$ cat config.mk
export PLATFORM = sky130hd
export DESIGN_NAME = tdc_interval_measure
export DESIGN_NICKNAME = d
export VERILOG_FILES = /design/src/rtl/tdc_interval_measure.sv
export SDC_FILE = /design/constraint.sdc
export NUM_CORES = 1
export LEC_CHECK = 0
export CAP_MARGIN = 20
export CORE_MARGIN = 1
export CORE_UTILIZATION = 45
export CTS_CLUSTER_SIZE = 30
export DETAILED_ROUTE_END_ITERATION = 16
export PLACE_DENSITY = 0.76
export SLEW_MARGIN = 15
export SYNTH_ARGS = -nofsm -noshare
export SYNTH_HDL_FRONTEND = slang
export SYNTH_SLANG_ARGS = --single-unit
$ cat constraint.sdc
create_clock -name i_Clk -period 4.3 [get_ports i_Clk]
set_input_delay 0.43 -clock i_Clk [delete_from_list [all_inputs] [get_ports i_Clk]]
set_output_delay 0.43 -clock i_Clk [all_outputs]
set_load 0.02 [all_outputs]
$ cat src/rtl/tdc_interval_measure.sv
// Start/stop interval measurement: pairs a start hit with the next stop hit and reports
// elapsed*TAPS_PER_CYCLE + F_start - F_stop on a single-entry valid/ready output register.
module tdc_interval_measure #(
    parameter int unsigned FINE_WIDTH     = 9,
    parameter int unsigned TAPS_PER_CYCLE = 256,
    parameter int unsigned TIMEOUT_CYCLES = 1000,
    parameter int unsigned CNT_WIDTH      = 16,
    parameter int unsigned OUT_WIDTH      = 26
) (
    input  logic                  i_Clk,
    input  logic                  i_Reset_N,
    input  logic                  i_Start_Valid,
    input  logic [FINE_WIDTH-1:0] i_Start_Fine,
    input  logic                  i_Stop_Valid,
    input  logic [FINE_WIDTH-1:0] i_Stop_Fine,
    output logic                  o_Meas_Valid,
    input  logic                  i_Meas_Ready,
    output logic [OUT_WIDTH-1:0]  o_Meas_Interval,
    output logic                  o_Meas_Timeout,
    output logic [7:0]            o_Drop_Count,
    output logic                  o_Busy
);

    typedef enum logic [1:0] {StIdle, StArmed, StHold} state_e;

    state_e                state_q;
    logic [CNT_WIDTH-1:0]  elapsed_q;
    logic [FINE_WIDTH-1:0] start_fine_q;
    logic                  meas_valid_q;
    logic [OUT_WIDTH-1:0]  interval_q;
    logic                  timeout_q;
    logic [7:0]            drop_count_q;
    logic                  busy_q;

    // The register is cleared on capture, so the elapsed count for the current cycle is one more.
    logic [CNT_WIDTH-1:0]  elapsed_now;
    logic [OUT_WIDTH-1:0]  armed_interval;
    logic [OUT_WIDTH-1:0]  same_cycle_interval;
    logic                  timeout_hit;

    assign elapsed_now         = elapsed_q + CNT_WIDTH'(1);
    assign armed_interval      = OUT_WIDTH'(elapsed_now) * OUT_WIDTH'(TAPS_PER_CYCLE)
                                 + OUT_WIDTH'(start_fine_q) - OUT_WIDTH'(i_Stop_Fine);
    assign same_cycle_interval = OUT_WIDTH'(i_Start_Fine) - OUT_WIDTH'(i_Stop_Fine);
    assign timeout_hit         = (elapsed_now == CNT_WIDTH'(TIMEOUT_CYCLES));

    always_ff @(posedge i_Clk) begin
        if (!i_Reset_N) begin
            state_q      <= StIdle;
            elapsed_q    <= '0;
            start_fine_q <= '0;
            meas_valid_q <= 1'b0;
            interval_q   <= '0;
            timeout_q    <= 1'b0;
            drop_count_q <= '0;
            busy_q       <= 1'b0;
        end else begin
            unique case (state_q)
                StIdle: begin
                    if (i_Start_Valid) begin
                        start_fine_q <= i_Start_Fine;
                        elapsed_q    <= '0;
                        busy_q       <= 1'b1;
                        // A same-cycle stop with a larger fine code happened before the start.
                        if (i_Stop_Valid && (i_Stop_Fine <= i_Start_Fine)) begin
                            interval_q   <= same_cycle_interval;
                            timeout_q    <= 1'b0;
                            meas_valid_q <= 1'b1;
                            state_q      <= StHold;
                        end else begin
                            state_q <= StArmed;
                        end
                    end
                end
                StArmed: begin
                    elapsed_q <= elapsed_now;
                    if (i_Stop_Valid) begin
                        interval_q   <= armed_interval;
                        timeout_q    <= 1'b0;
                        meas_valid_q <= 1'b1;
                        state_q      <= StHold;
                    end else if (timeout_hit) begin
                        interval_q   <= '0;
                        timeout_q    <= 1'b1;
                        meas_valid_q <= 1'b1;
                        state_q      <= StHold;
                    end
                end
                StHold: begin
                    if (i_Start_Valid && (drop_count_q != 8'hFF)) begin
                        drop_count_q <= drop_count_q + 8'd1;
                    end
                    if (meas_valid_q && i_Meas_Ready) begin
                        meas_valid_q <= 1'b0;
                        busy_q       <= 1'b0;
                        state_q      <= StIdle;
                    end
                end
                default: begin
                    state_q <= StIdle;
                    busy_q  <= 1'b0;
                end
            endcase
        end
    end

    assign o_Meas_Valid    = meas_valid_q;
    assign o_Meas_Interval = interval_q;
    assign o_Meas_Timeout  = timeout_q;
    assign o_Drop_Count    = drop_count_q;
    assign o_Busy          = busy_q;

endmodule
### After elaboration in Yosys (flattened, before gate mapping)

Cells that the tools add are included.

| word-level totals | value |
|---|---|
| register bits after elaboration | 64 |
| input bits | 23 |
| output and inout port bits | 37 |
| logic and storage cells | 61 |

| cells by class | value |
|---|---|
| $add $sub $neg | 5 |
| magnitude comparators | 1 |
| equal/unequal tests | 8 |
| mux-type cells | 25 |
| bitwise logic cells | 1 |
| reductions and logical operators | 13 |

Operators by type and width:

| cell | number |
|---|---|
| two-way mux 26 bit | 4 |
| case mux 26 bit (2 select lines) | 1 |
| case mux 16 bit (2 select lines) | 1 |
| subtractor 25 x 9 -> 26 bit | 1 |
| adder 24 x 9 -> 25 bit | 1 |
| adder 16 x 1 -> 16 bit (second input constant) | 1 |
| == test 16 x 10 -> 1 bit (second input constant) | 1 |
| two-way mux 16 bit | 1 |
| two-way mux 2 bit | 5 |
| subtractor 9 x 9 -> 10 bit | 1 |
| less-or-equal comparator 9 bit | 1 |
| two-way mux 1 bit | 9 |
| adder 8 x 1 -> 8 bit (second input constant) | 1 |
| inequality test 8 bit (second input constant) | 1 |
| inequality test 2 bit (second input constant) | 3 |
| case mux 1 bit (3 select lines) | 2 |
| case mux 2 bit (3 select lines) | 1 |
| AND reduction 2 bit | 3 |
| AND reduction 3 bit | 2 |
| AND reduction 5 bit | 1 |
| AND reduction 4 bit | 1 |
| logical AND 1 bit | 3 |
| inequality test 3 bit (second input constant) | 1 |
| nonzero test 3 bit | 1 |
| 6 further kinds | 6 |

### Longest topological paths before layout

Gate-level depths: netlist of run 1.

| logic depth | value |
|---|---|
| depth in word-level cells | 5 |
| mapped depth | 17 |
| gate-level depth less buffers | 16 |

### Worst setup path before layout of run 1

No wires, ideal clock.

| timing path | value |
|---|---|
| path type | reg-to-reg |
| start point | register elapsed_q[2] |
| end point | register interval_q[16], in the netlist o_Meas_Interval[16] |
| library setup time | 0.116 ns |
| arrival time | 3.206 ns |
| data required time | 4.184 ns |
| setup slack | 0.978 ns |
| stages on the path, launching flop included | 16 |
| path buffers | 2 |
| clock period less this slack | 3.322 ns |
| cell sequence | dfxtp_1 -> nand4_4 -> nor4_4 -> and3_1 -> nand3_1 -> xor2_1 -> ha_1 -> and4_1 -> o211ai_1 -> o311ai_2 -> a21boi_2 -> buf_6 -> o41ai_4 -> buf_6 -> a21oi_1 -> nor2_1 |

| between the ends | value |
|---|---|
| word-level cells in the longest chain between the ends | 5 |
| elaborated cells between the ends (all ways) | 8 |
| those cells by class | 3 x add/sub; 2 x eq/ne; 2 x mux; 1 x reduce/logical |

RTL lines:

| element | RTL line | RTL |
|---|---|---|
| start: declaration | 27 | `logic [CNT_WIDTH-1:0] elapsed_q;` |
| start signal: assignment | 76 | `elapsed_q <= elapsed_now;` |
| adder 16 x 1 -> 16 bit * | 41 | `assign elapsed_now = elapsed_q + CNT_WIDTH'(1);` |
| adder 24 x 9 -> 25 bit | 43 | `+ OUT_WIDTH'(start_fine_q) - OUT_WIDTH'(i_Stop_Fine);` |
| subtractor 25 x 9 -> 26 bit | 43 |  |
| two-way mux 26 bit | 77 | `if (i_Stop_Valid) begin` |
| case mux 26 bit (2 select lines) | 58 | `unique case (state_q)` |
| end signal: assignment | 66 | `interval_q <= same_cycle_interval;` |
| end signal: assignment | 78 | `interval_q <= armed_interval;` |
| end: declaration | 30 | `logic [OUT_WIDTH-1:0] interval_q;` |

Every way passes the cells marked *; elsewhere a longest branch is shown, timed or not.
A chain may end at the register's enable or synchronous reset.

### Worst setup path in the final report of run 1

| timing path | value |
|---|---|
| start point | register elapsed_q[1] |
| end point | register interval_q[1], in the netlist o_Meas_Interval[1] |

| between the ends | value |
|---|---|
| word-level cells in the longest chain between the ends | 4 |

RTL lines:

| element | RTL line | RTL |
|---|---|---|
| adder 16 x 1 -> 16 bit | 41 |  |
| == test 16 x 10 -> 1 bit | 45 | `assign timeout_hit = (elapsed_now == CNT_WIDTH'(TIMEOUT_CYCLES));` |
| inequality test 3 bit (no source line) | -- |  |
| AND reduction 4 bit (no source line) | -- |  |

Every way passes these cells.

==> metrics.csv, run 1 <==
metric;value;unit
run status;complete, no violations;
Final setup violation count;0;
Hold Fails Final Rpt;0;
drt total wl;11600;µm
area grow syn2layout;17.0;%
vias in the first global route;4162;
H-tree levels;3;
CP top delay family;compound AO/OA/AOI/OAI gates;
kind of critical path;flop to flop;
CP endpoint kind;flop;
largest vdd supply drop;0.000270;V
final setup TNS;0;ps
Die W;106;µm
Slew HR;0.337;
Final HPWL DP;8700;µm
Worst Path Arrival;4220;ps
share of the synthesized area in the top cell type;0.265;
root buffer cell;clkbuf_8;
#FFs+latches synth;64;
Critical Path Max Stage Delay;450;ps
PwrDens;418;mW/mm²
leakage power figure;2.53;nW
Worst Setup SP;elapsed_q[1]$_SDFFE_PN0P_;
number of DRC markers in iteration 0;174;
max-slew violations;0;
largest net degree at the start of global routing;65;
Initial Util;0.467;
Core Area;0.0104;mm²
Max FO, Critical Path;22;
Place WS;315;ps
Final WS setup;312;ps
Ys Warns;0;
CTS clock-pin slew for the worst setup and hold paths;80;ps
DIE AREA;0.0112;mm²
most frequent cells after synthesis;dfxtp_1, nand2_1, ha_1;
Die Y;106;µm
post-route ant nets;0;
Hold Crit Start;start_fine_q[0]$_SDFFE_PN0P_;
top achievable clock speed;0.251;GHz
syn avg cell area;7.99;µm²
GRT overflow;0;
I/O pins;60;
Vias/cell;5.46;
Antenna Cells;0;
Post-Synthesis Net Count;681;
port buffer count;59;
drt first pass iters;4;
Post-synth top flop;dfxtp_1;
Hold/Removal Path Class;flop to flop;
clk buf depth;2;
Crit-path slowest cell;dfxtp_1;
fin crit share;0.927;
Yosys cell types;59;
Final Critical Period;3990;ps
Hold Slack;476;ps
Post-CTS Setup Bufs;0;
top cells by area, synth;dfxtp_1, ha_1, nand2_1, o21ai_0, a21oi_1;
synthesized instance count;606;
number of synthesized flops with an enable pin;0;
gpl congestion;0.852;
TritonCTS sink count;64;
via count;4327;
Clk Latency, worst-skew pair;350;ps
CTS Buf Count;9;
FFs w/ async S/R, synth;0;
drt drc;0;
Tot Pwr;2.37;mW
CTS tree;built;
sequential share of the synthesized area;0.265;
critical path launch point type;flop;
max_cap viols;0;
Required @ worst endpoint;4530;ps
WL per Instance;14.7;µm
Slew @ Worst Pin;991;ps
worst-path cell chain;ha_1, inv_1, nor2_1, and3_1, nand3_1, xor2_1, ha_1, and4_1, o211ai_1, o311ai_2, a21boi_2, buf_4, buf_4, o211ai_1, o211a_1;
share of layout cells above drive strength 1;0.0533;
CP bufs+invs;3;
initial antenna violation count;0;
Synth area leader;dfxtp_1;
reg2reg start;elapsed_q[1]$_SDFFE_PN0P_;
unrepaired setup endpoints after global routing;no;
Cell Area, Synth;0.00484;mm²
gr usage total;0.212;
Net count, final;728;
global-route wire length before repair;19300;µm
Worst Skew;12.8;ps
row cnt;37;
## layer usage
metal | global-route usage | vias up | share of wire
li1 | - | 2218 | -
met1 | 0.269 | 2009 | 0.47
met2 | 0.360 | 88 | 0.47
met3 | 0.0451 | 12 | 0.039
met4 | 0.0605 | 0 | 0.013
met5 | 0 | - | 0
## state kept, by name, summed over array words and instances (netlist names)
signal	flops
o_Meas_Timeout	1
elapsed_q	16
start_fine_q	9
state_q	2
o_Busy	1
o_Meas_Interval	26
o_Drop_Count	8
o_Meas_Valid	1
## tightest hold or removal path, stage by stage, from the launching register on
cell and delay [ps]:
dfxtp_1 320, nand2_1 50, a21boi_0 60
## final timing paths
check                                    endpoint  slack, ps  cells past startpoint
setup / recovery  o_Meas_Interval[1]$_SDFFE_PN0P_        310                     15
hold / removal       start_fine_q[0]$_SDFFE_PN0P_        480                      2
setup reg to reg  o_Meas_Interval[1]$_SDFFE_PN0P_        310                     15
hold reg to reg      start_fine_q[0]$_SDFFE_PN0P_        480                      2
## per-stage QoR
step | cell area [µm²] | utilization | cells
after detailed placement | 5500 | 0.531 | 778
final | 5660 | 0.546 | 793
after CTS | 5660 | 0.546 | 793
after floorplan | 4840 | - | 606
after global placement | 5500 | 0.531 | 778
after global routing | 5660 | 0.546 | 793
## final cells by class
class | count | area [µm²]
Sequential cell | 64 | 1280
Fill cell | 1009 | 4710
Clock buffer | 9 | 124
Clock inverter | 6 | 37.5
Timing Repair Buffer | 63 | 621
Multi-Input combinational cell | 469 | 3260
Tap cell | 136 | 170
Inverter | 46 | 173
## what timing repair did
item / 4_1_cts / 5_1_grt
resized for setup: 0 / 1
endpoints found under the hold margin: 0 / 0
endpoints found under the setup margin: 0 / 6
hold buffers: 0 / 0
## cell usage in the layout, fill, tap and decap left out, types with 4 or more instances in the layout
master,count
a21boi_0,18
a22oi_1,5
o211a_1,9
clkdlybuf4s50_1,59
a21oi_2,4
or3_1,6
inv_1,46
nand3_1,11
a31oi_1,4
a21oi_1,43
clkbuf_8,9
o211ai_1,5
and3_1,7
nor2b_1,11
a21o_1,11
nand2_1,64
buf_4,4
and2_1,16
ha_1,49
nand4_1,6
xor2_1,21
a211oi_1,6
nor3_1,5
o21ai_0,44
o221ai_1,5
o21a_1,7
nor2_1,42
o21bai_1,4
dfxtp_1,63
xnor2_1,22
## logic make-up (layout without fill, tap and decap cells)
group,count (synthesis),after routing,synth area share
compound gates,184,184,0.257
xor+xnor,43,43,0.0778
fa+ha+maj,52,52,0.139
buf+inv,73,124,0.0623
flops,64,64,0.265
mux,3,3,0.00621
simple gates,187,187,0.193
## power by group
part           leakage [nW]  internal, mW  switching [mW]  total (mW)
Sequential            0.521         0.695          0.0635       0.759
Combinational          1.93         0.487           0.668        1.16
Clock                0.0769         0.202           0.250       0.453
Note: power is estimated with default switching activity, not from simulation.
==> inputs of run 2 (changes only) <==
--- a/config.mk
+++ b/config.mk
@@ -7,10 +7,10 @@
 export LEC_CHECK = 0
 export CAP_MARGIN = 20
 export CORE_MARGIN = 1
-export CORE_UTILIZATION = 45
+export CORE_UTILIZATION = 57
 export CTS_CLUSTER_SIZE = 30
 export DETAILED_ROUTE_END_ITERATION = 16
-export PLACE_DENSITY = 0.76
+export PLACE_DENSITY = 0.91
 export SLEW_MARGIN = 15
 export SYNTH_ARGS = -nofsm -noshare
 export SYNTH_HDL_FRONTEND = slang
==> run 2 against run 1 <==
Net effect: cell count fell by 4.0%; die area fell by 21%; non-clock buffer count fell by 1; critical path type unchanged; final area is 0.49% lower; global-route usage rose by 7.8 points; combinational power is essentially flat.
==> metrics.csv, run 2 (synthesis results as in run 1) <==
metric;value;unit;change
run status;complete, no violations;;unchanged
WHS Path Cells;2;;unchanged
CTS tree;built;;unchanged
kind of critical path;flop to flop;;unchanged
largest net degree at the start of global routing;39;;was 65
Core Area;0.00822;mm²;was 0.0104 mm²
gr usage total;0.291;;was 0.212
post-route ant nets;0;;unchanged
clk buf depth;2;;unchanged
Required @ worst endpoint;4550;ps;was 4530 ps
Final Critical Period;3990;ps;about the same
Die W;94.1;µm;was 106 µm
vias in the first global route;4333;;was 4162
post-cts resize count;0;;unchanged
final non-filler cell total;761;;was 793
row cnt;33;;was 37
area grow syn2layout;16.5;%;was 17.0%
global-route wire length before repair;20100;µm;was 19300 µm
CTS Buf Count;9;;unchanged
Slew HR;0.318;;was 0.337
Hold Fails Final Rpt;0;;unchanged
Post-CTS Hold Buffers;0;;unchanged
initial antenna violation count;0;;unchanged
unrepaired setup endpoints after global routing;no;;unchanged
DIE AREA;0.00886;mm²;was 0.0112 mm²
drt total wl;12300;µm;was 11600 µm
Hold Slack;479;ps;was 476 ps
WL per Instance;16.2;µm;was 14.7 µm
CTS clock-pin slew for the worst setup and hold paths;80;ps;about the same
final setup TNS;0;ps;unchanged
fin crit share;0.928;;was 0.927
Initial Util;0.589;;was 0.467
drt drc;0;;unchanged
Vias/cell;5.97;;was 5.46
root buffer cell;clkbuf_8;;unchanged
final instance area;0.00564;mm²;was 0.00566 mm²
share of layout cells above drive strength 1;0.0518;;was 0.0533
Worst Path Arrival;4240;ps;was 4220 ps
Crit-path slowest cell;dfxtp_1;;unchanged
Final HPWL DP;9120;µm;was 8700 µm
Net count, final;727;;was 728
Slew @ Worst Pin;1020;ps;was 991 ps
GRT overflow;0;;unchanged
critical path launch point type;flop;;unchanged
worst-path cell chain;nand4_4, nor4_4, and3_1, nand3_1, xor2_1, ha_1, and4_1, o211ai_1, o311ai_2, a21boi_2, buf_12, o41ai_4, o221a_2;;was ha_1, inv_1, nor2_1, and3_1, nand3_1, xor2_1, ha_1, and4_1, o211ai_1, o311ai_2, a21boi_2, buf_4, buf_4, o211ai_1, o211a_1
Hold/Removal Path Class;flop to flop;;unchanged
drt first pass iters;5;;was 4
Reg2Reg Depth;13;;was 15
Max FO, Critical Path;38;;was 22
H-tree levels;3;;unchanged
Tot Pwr;2.40;mW;was 2.37 mW
TritonCTS sink count;64;;unchanged
DP Cell Count;746;;was 778
CP endpoint kind;flop;;unchanged
Final setup violation count;0;;unchanged
largest vdd supply drop;0.000253;V;was 0.000270 V
port buffer count;59;;unchanged
number of DRC markers in iteration 0;212;;was 174
max_cap viols;0;;unchanged
max-slew violations;0;;unchanged
Post-CTS Setup Bufs;0;;unchanged
Antenna Cells;0;;unchanged
PwrDens;426;mW/mm²;was 418 mW/mm²
CP top delay family;simple AND/OR/NAND/NOR gates;;was compound AO/OA/AOI/OAI gates
Die Y;94.1;µm;was 106 µm
Clk Latency, worst-skew pair;360;ps;was 350 ps
leakage power figure;2.52;nW;was 2.53 nW
most frequent cells in the layout;nand2_1, dfxtp_1, clkdlybuf4s50_1;;unchanged
top achievable clock speed;0.251;GHz;about the same
gpl congestion;0.878;;was 0.852
placed inst area;0.00547;mm²;was 0.00550 mm²
Critical Path Max Stage Delay;500;ps;was 450 ps
max reg flops;26;;unchanged
CP Depth;13;;was 15
I/O pins;60;;unchanged
Worst Skew;8.59;ps;was 12.8 ps
CP bufs+invs;1;;was 3
via count;4545;;was 4327
==> run 2: cell types whose count changed in the layout (fill, tap and decap cells not counted) <==
cell,delta
dfxtp_2,-1
buf_4,-2
xor2_2,+1
dfxtp_1,+1
buf_12,+1
xor2_1,-1
==> run 2: stage by stage <==
| stage | utilization | setup slack (ps) |
|---|---|---|
| after floorplan | - | 978 |
| after global placement | 0.665 | 509 |
| after detailed placement | 0.665 | 342 |
| after CTS | 0.685 | 350 |
| after global routing | 0.686 | 32.5 |
| final | 0.686 | 308 |
==> run 2: final timing paths <==
path,from,endpoint,slack (ps)
setup reg to reg,elapsed_q[2]$_SDFFE_PN0P_,o_Meas_Interval[25]$_SDFFE_PN0P_,310
setup / recovery,elapsed_q[2]$_SDFFE_PN0P_,o_Meas_Interval[25]$_SDFFE_PN0P_,310
hold / removal,start_fine_q[7]$_SDFFE_PN0P_,start_fine_q[7]$_SDFFE_PN0P_,480
hold reg to reg,start_fine_q[7]$_SDFFE_PN0P_,start_fine_q[7]$_SDFFE_PN0P_,480
==> run 2: routing by layer <==
| layer | up-vias | routed length [µm] | track usage |
|---|---|---|---|
| li1 | 2228 | - | - |
| met1 | 2144 | 5380 | 0.348 |
| met2 | 140 | 6030 | 0.502 |
| met5 | - | 0 | 0 |
| met4 | 0 | 323 | 0.121 |
| met3 | 33 | 554 | 0.0574 |
==> run 2: area by class of cell <==
class                      instances  area (µm²)
tap                              105         131
clock inverter                     6        37.5
fill                             688        2580
inverter                          46         173
sequential                        64        1280
clock buffer                       9         124
timing repair buffer              62         626
multi-input combinational        469        3260
==> run 2: worst register-to-register path, cell delays in order, from the launching register on <==
cell and delay (ps):
dfxtp_1 500, nand4_4 200, nor4_4 480, and3_1 300, nand3_1 120, xor2_1 340, ha_1 280, and4_1 210
o211ai_1 100, o311ai_2 340, a21boi_2 260, buf_12 210, o41ai_4 230, o221a_2 320
==> run 2: report_power, final <==
part           internal (mW)  switching, mW
Sequential             0.694         0.0684
Clock                  0.202          0.257
Combinational          0.493          0.687
==> inputs of run 3 (changes only) <==
--- a/config.mk
+++ b/config.mk
@@ -7,10 +7,11 @@
 export LEC_CHECK = 0
 export CAP_MARGIN = 20
 export CORE_MARGIN = 1
-export CORE_UTILIZATION = 57
+export CORE_UTILIZATION = 58
+export CTS_BUF_LIST = sky130_fd_sc_hd__clkbuf_4
 export CTS_CLUSTER_SIZE = 30
 export DETAILED_ROUTE_END_ITERATION = 16
-export PLACE_DENSITY = 0.91
+export PLACE_DENSITY = 0.83
 export SLEW_MARGIN = 15
 export SYNTH_ARGS = -nofsm -noshare
 export SYNTH_HDL_FRONTEND = slang
==> run 3 against run 2 <==
Net effect: sequential share of layout area rose by 0.11 points; non-clock buffer count rose by 3; cell count rose by 0.13%; sequential cell count did not move; total power fell by 2.1%; final area fell by 0.40%; global-route usage fell by 1.0 points; core utilization rose by 2.6 points; routed wire length fell by 4.7%; hold slack improved by 0.71 ps; die area fell by 1.7%; count of clock-buffer cells in the layout rose by 1; critical path type unchanged; critical endpoint unchanged; highest routed layer unchanged.
==> metrics.csv, run 3 (synthesis results as in run 1) <==
metric;value;unit;change
Hold/Removal Path Class;flop to flop;;unchanged
CP endpoint kind;flop;;unchanged
TritonCTS sink count;64;;unchanged
Hold Crit Start;start_fine_q[0]$_SDFFE_PN0P_;;was start_fine_q[7]$_SDFFE_PN0P_
global-route wire length before repair;19500;µm;was 20100 µm
Crit-path slowest cell;dfxtp_1;;unchanged
Net count, final;730;;was 727
H-tree levels;3;;unchanged
Die W;93.3;µm;was 94.1 µm
gpl congestion;0.911;;was 0.878
Max FO, Critical Path;30;;was 38
most common cell after layout, fill and taps aside;nand2_1;;
area grow syn2layout;16.0;%;was 16.5%
largest net degree at the start of global routing;45;;was 39
most frequent cells in the layout;nand2_1, dfxtp_1, clkdlybuf4s50_1;;unchanged
reg2reg start;elapsed_q[3]$_SDFFE_PN0P_;;was elapsed_q[2]$_SDFFE_PN0P_
vias in the first global route;4239;;was 4333
Initial Util;0.614;;was 0.589
gr usage total;0.280;;was 0.291
number of DRC markers in iteration 0;221;;was 212
drt drc;0;;unchanged
I/O pins;60;;unchanged
Core Area;0.00789;mm²;was 0.00822 mm²
Clk Latency, worst-skew pair;440;ps;was 360 ps
DIE AREA;0.00871;mm²;was 0.00886 mm²
max_cap viols;0;;unchanged
row cnt;32;;was 33
Final Critical Period;3930;ps;was 3990 ps
GRT overflow;0;;unchanged
post-route ant nets;0;;unchanged
worst-path cell chain;nand4_4, nor4_4, and3_1, nand3_1, xor2_1, ha_1, and4_1, o211ai_1, o311ai_2, a21boi_2, buf_6, o41ai_4, o221a_2;;was nand4_4, nor4_4, and3_1, nand3_1, xor2_1, ha_1, and4_1, o211ai_1, o311ai_2, a21boi_2, buf_12, o41ai_4, o221a_2
CTS Buf Count;9;;unchanged
WHS Path Cells;2;;unchanged
port buffer count;59;;unchanged
Post-CTS Hold Buffers;0;;unchanged
Reg2Reg Depth;13;;unchanged
Final setup violation count;0;;unchanged
Critical Path Max Stage Delay;490;ps;was 500 ps
largest vdd supply drop;0.000229;V;was 0.000253 V
critical path launch point type;flop;;unchanged
Required @ worst endpoint;4620;ps;was 4550 ps
hold worst-path end;start_fine_q[0]$_SDFFE_PN0P_;;was start_fine_q[7]$_SDFFE_PN0P_
leakage power figure;2.53;nW;was 2.52 nW
PwrDens;419;mW/mm²;was 426 mW/mm²
Vias/cell;5.80;;was 5.97
r2r setup slk;370;ps;was 310 ps
Worst Path Arrival;4260;ps;was 4240 ps
unrepaired setup endpoints after global routing;no;;unchanged
Hold Fails Final Rpt;0;;unchanged
WL per Instance;15.4;µm;was 16.2 µm
Die Y;93.3;µm;was 94.1 µm
Worst Skew;28.5;ps;was 8.59 ps
CTS tree;built;;unchanged
via count;4417;;was 4545
max reg flops;26;;unchanged
share of layout cells above drive strength 1;0.0576;;was 0.0518
Antenna Cells;0;;unchanged
Final WS setup;368;ps;was 308 ps
Slew HR;0.377;;was 0.318
run status;complete, no violations;;unchanged
root buffer cell;clkbuf_4;;was clkbuf_8
CTS clock-pin slew for the worst setup and hold paths;140;ps;was 80 ps
final setup TNS;0;ps;unchanged
drt first pass iters;5;;unchanged
top achievable clock speed;0.254;GHz;was 0.251 GHz
max-slew violations;0;;unchanged
Final HPWL DP;8730;µm;was 9120 µm
fin crit share;0.915;;was 0.928
kind of critical path;flop to flop;;unchanged
initial antenna violation count;0;;unchanged
Layout Utilization;0.712;;was 0.686
FF-to-FF End;o_Meas_Interval[25]$_SDFFE_PN0P_;;unchanged
Slew @ Worst Pin;931;ps;was 1020 ps
clk buf depth;2;;unchanged
Place WS;231;ps;was 342 ps
drt total wl;11700;µm;was 12300 µm
## run 3: cell type report
cell class | count | area, µm²
fillers | 630 | 2270
clock buffers | 10 | 75.1
clock inverters | 6 | 60.1
repair buffers | 65 | 639
well taps | 102 | 128
flip-flops and latches | 64 | 1280
multi-input cells | 469 | 3260
inverters | 46 | 173
## run 3: critical path: cells and delay by family, from the launching register on
| kind | cells | cell delay [ps] |
|---|---|---|
| AO/OA/AOI/OAI | 5 | 1250 |
| XOR/XNOR | 1 | 330 |
| adder cells (fa/ha/maj) | 1 | 240 |
| buffers and inverters | 1 | 260 |
| flip-flops | 1 | 490 |
| AND/OR/NAND/NOR | 5 | 1240 |
## run 3: metrics by stage
step	cell area [µm²]	power (mW)	std cells	hold slack (ps)
after global placement	5460	1.90	744	453
after CTS	5590	2.35	760	480
final	5610	2.35	762	480
after global routing	5610	2.51	762	493
after detailed placement	5460	1.92	744	462
after floorplan	4840	1.58	606	443
## run 3: how the worst max path moves through the flow
stage                                         start                               end  slack (ps)  depth (start not counted)
after detailed placement  elapsed_q[6]$_SDFFE_PN0P_  o_Meas_Interval[25]$_SDFFE_PN0P_         230                         13
after floorplan           elapsed_q[2]$_SDFFE_PN0P_  o_Meas_Interval[16]$_SDFFE_PN0P_         980                         15
after CTS                 elapsed_q[6]$_SDFFE_PN0P_  o_Meas_Interval[25]$_SDFFE_PN0P_         210                         13
after global placement    elapsed_q[6]$_SDFFE_PN0P_  o_Meas_Interval[25]$_SDFFE_PN0P_         440                         13
after global routing      elapsed_q[1]$_SDFFE_PN0P_  o_Meas_Interval[10]$_SDFFE_PN0P_          70                         15
final                     elapsed_q[3]$_SDFFE_PN0P_  o_Meas_Interval[25]$_SDFFE_PN0P_         370                         13
## run 3: what timing repair did
action,4_1_cts,5_1_grt
resized for setup,0,2
endpoints found under the setup margin,0,16
buffers inserted,0,2
## run 3: report_power, final
| group | leakage, nW | internal [mW] | total, mW | switching [mW] |
|---|---|---|---|---|
| Clock | 0.0722 | 0.181 | 0.428 | 0.247 |
| Combinational | 1.94 | 0.491 | 1.17 | 0.676 |
| Sequential | 0.521 | 0.695 | 0.758 | 0.0630 |
| Total | 2.53 | 1.37 | 2.35 | 0.986 |
## run 3: routing by layer
metal / part of all wire / up-vias / GRT usage
met5: 0 / - / 0
met4: 0.015 / 0 / 0.0974
met3: 0.046 / 18 / 0.0382
met2: 0.48 / 113 / 0.472
met1: 0.46 / 2062 / 0.366
li1: - / 2224 / -
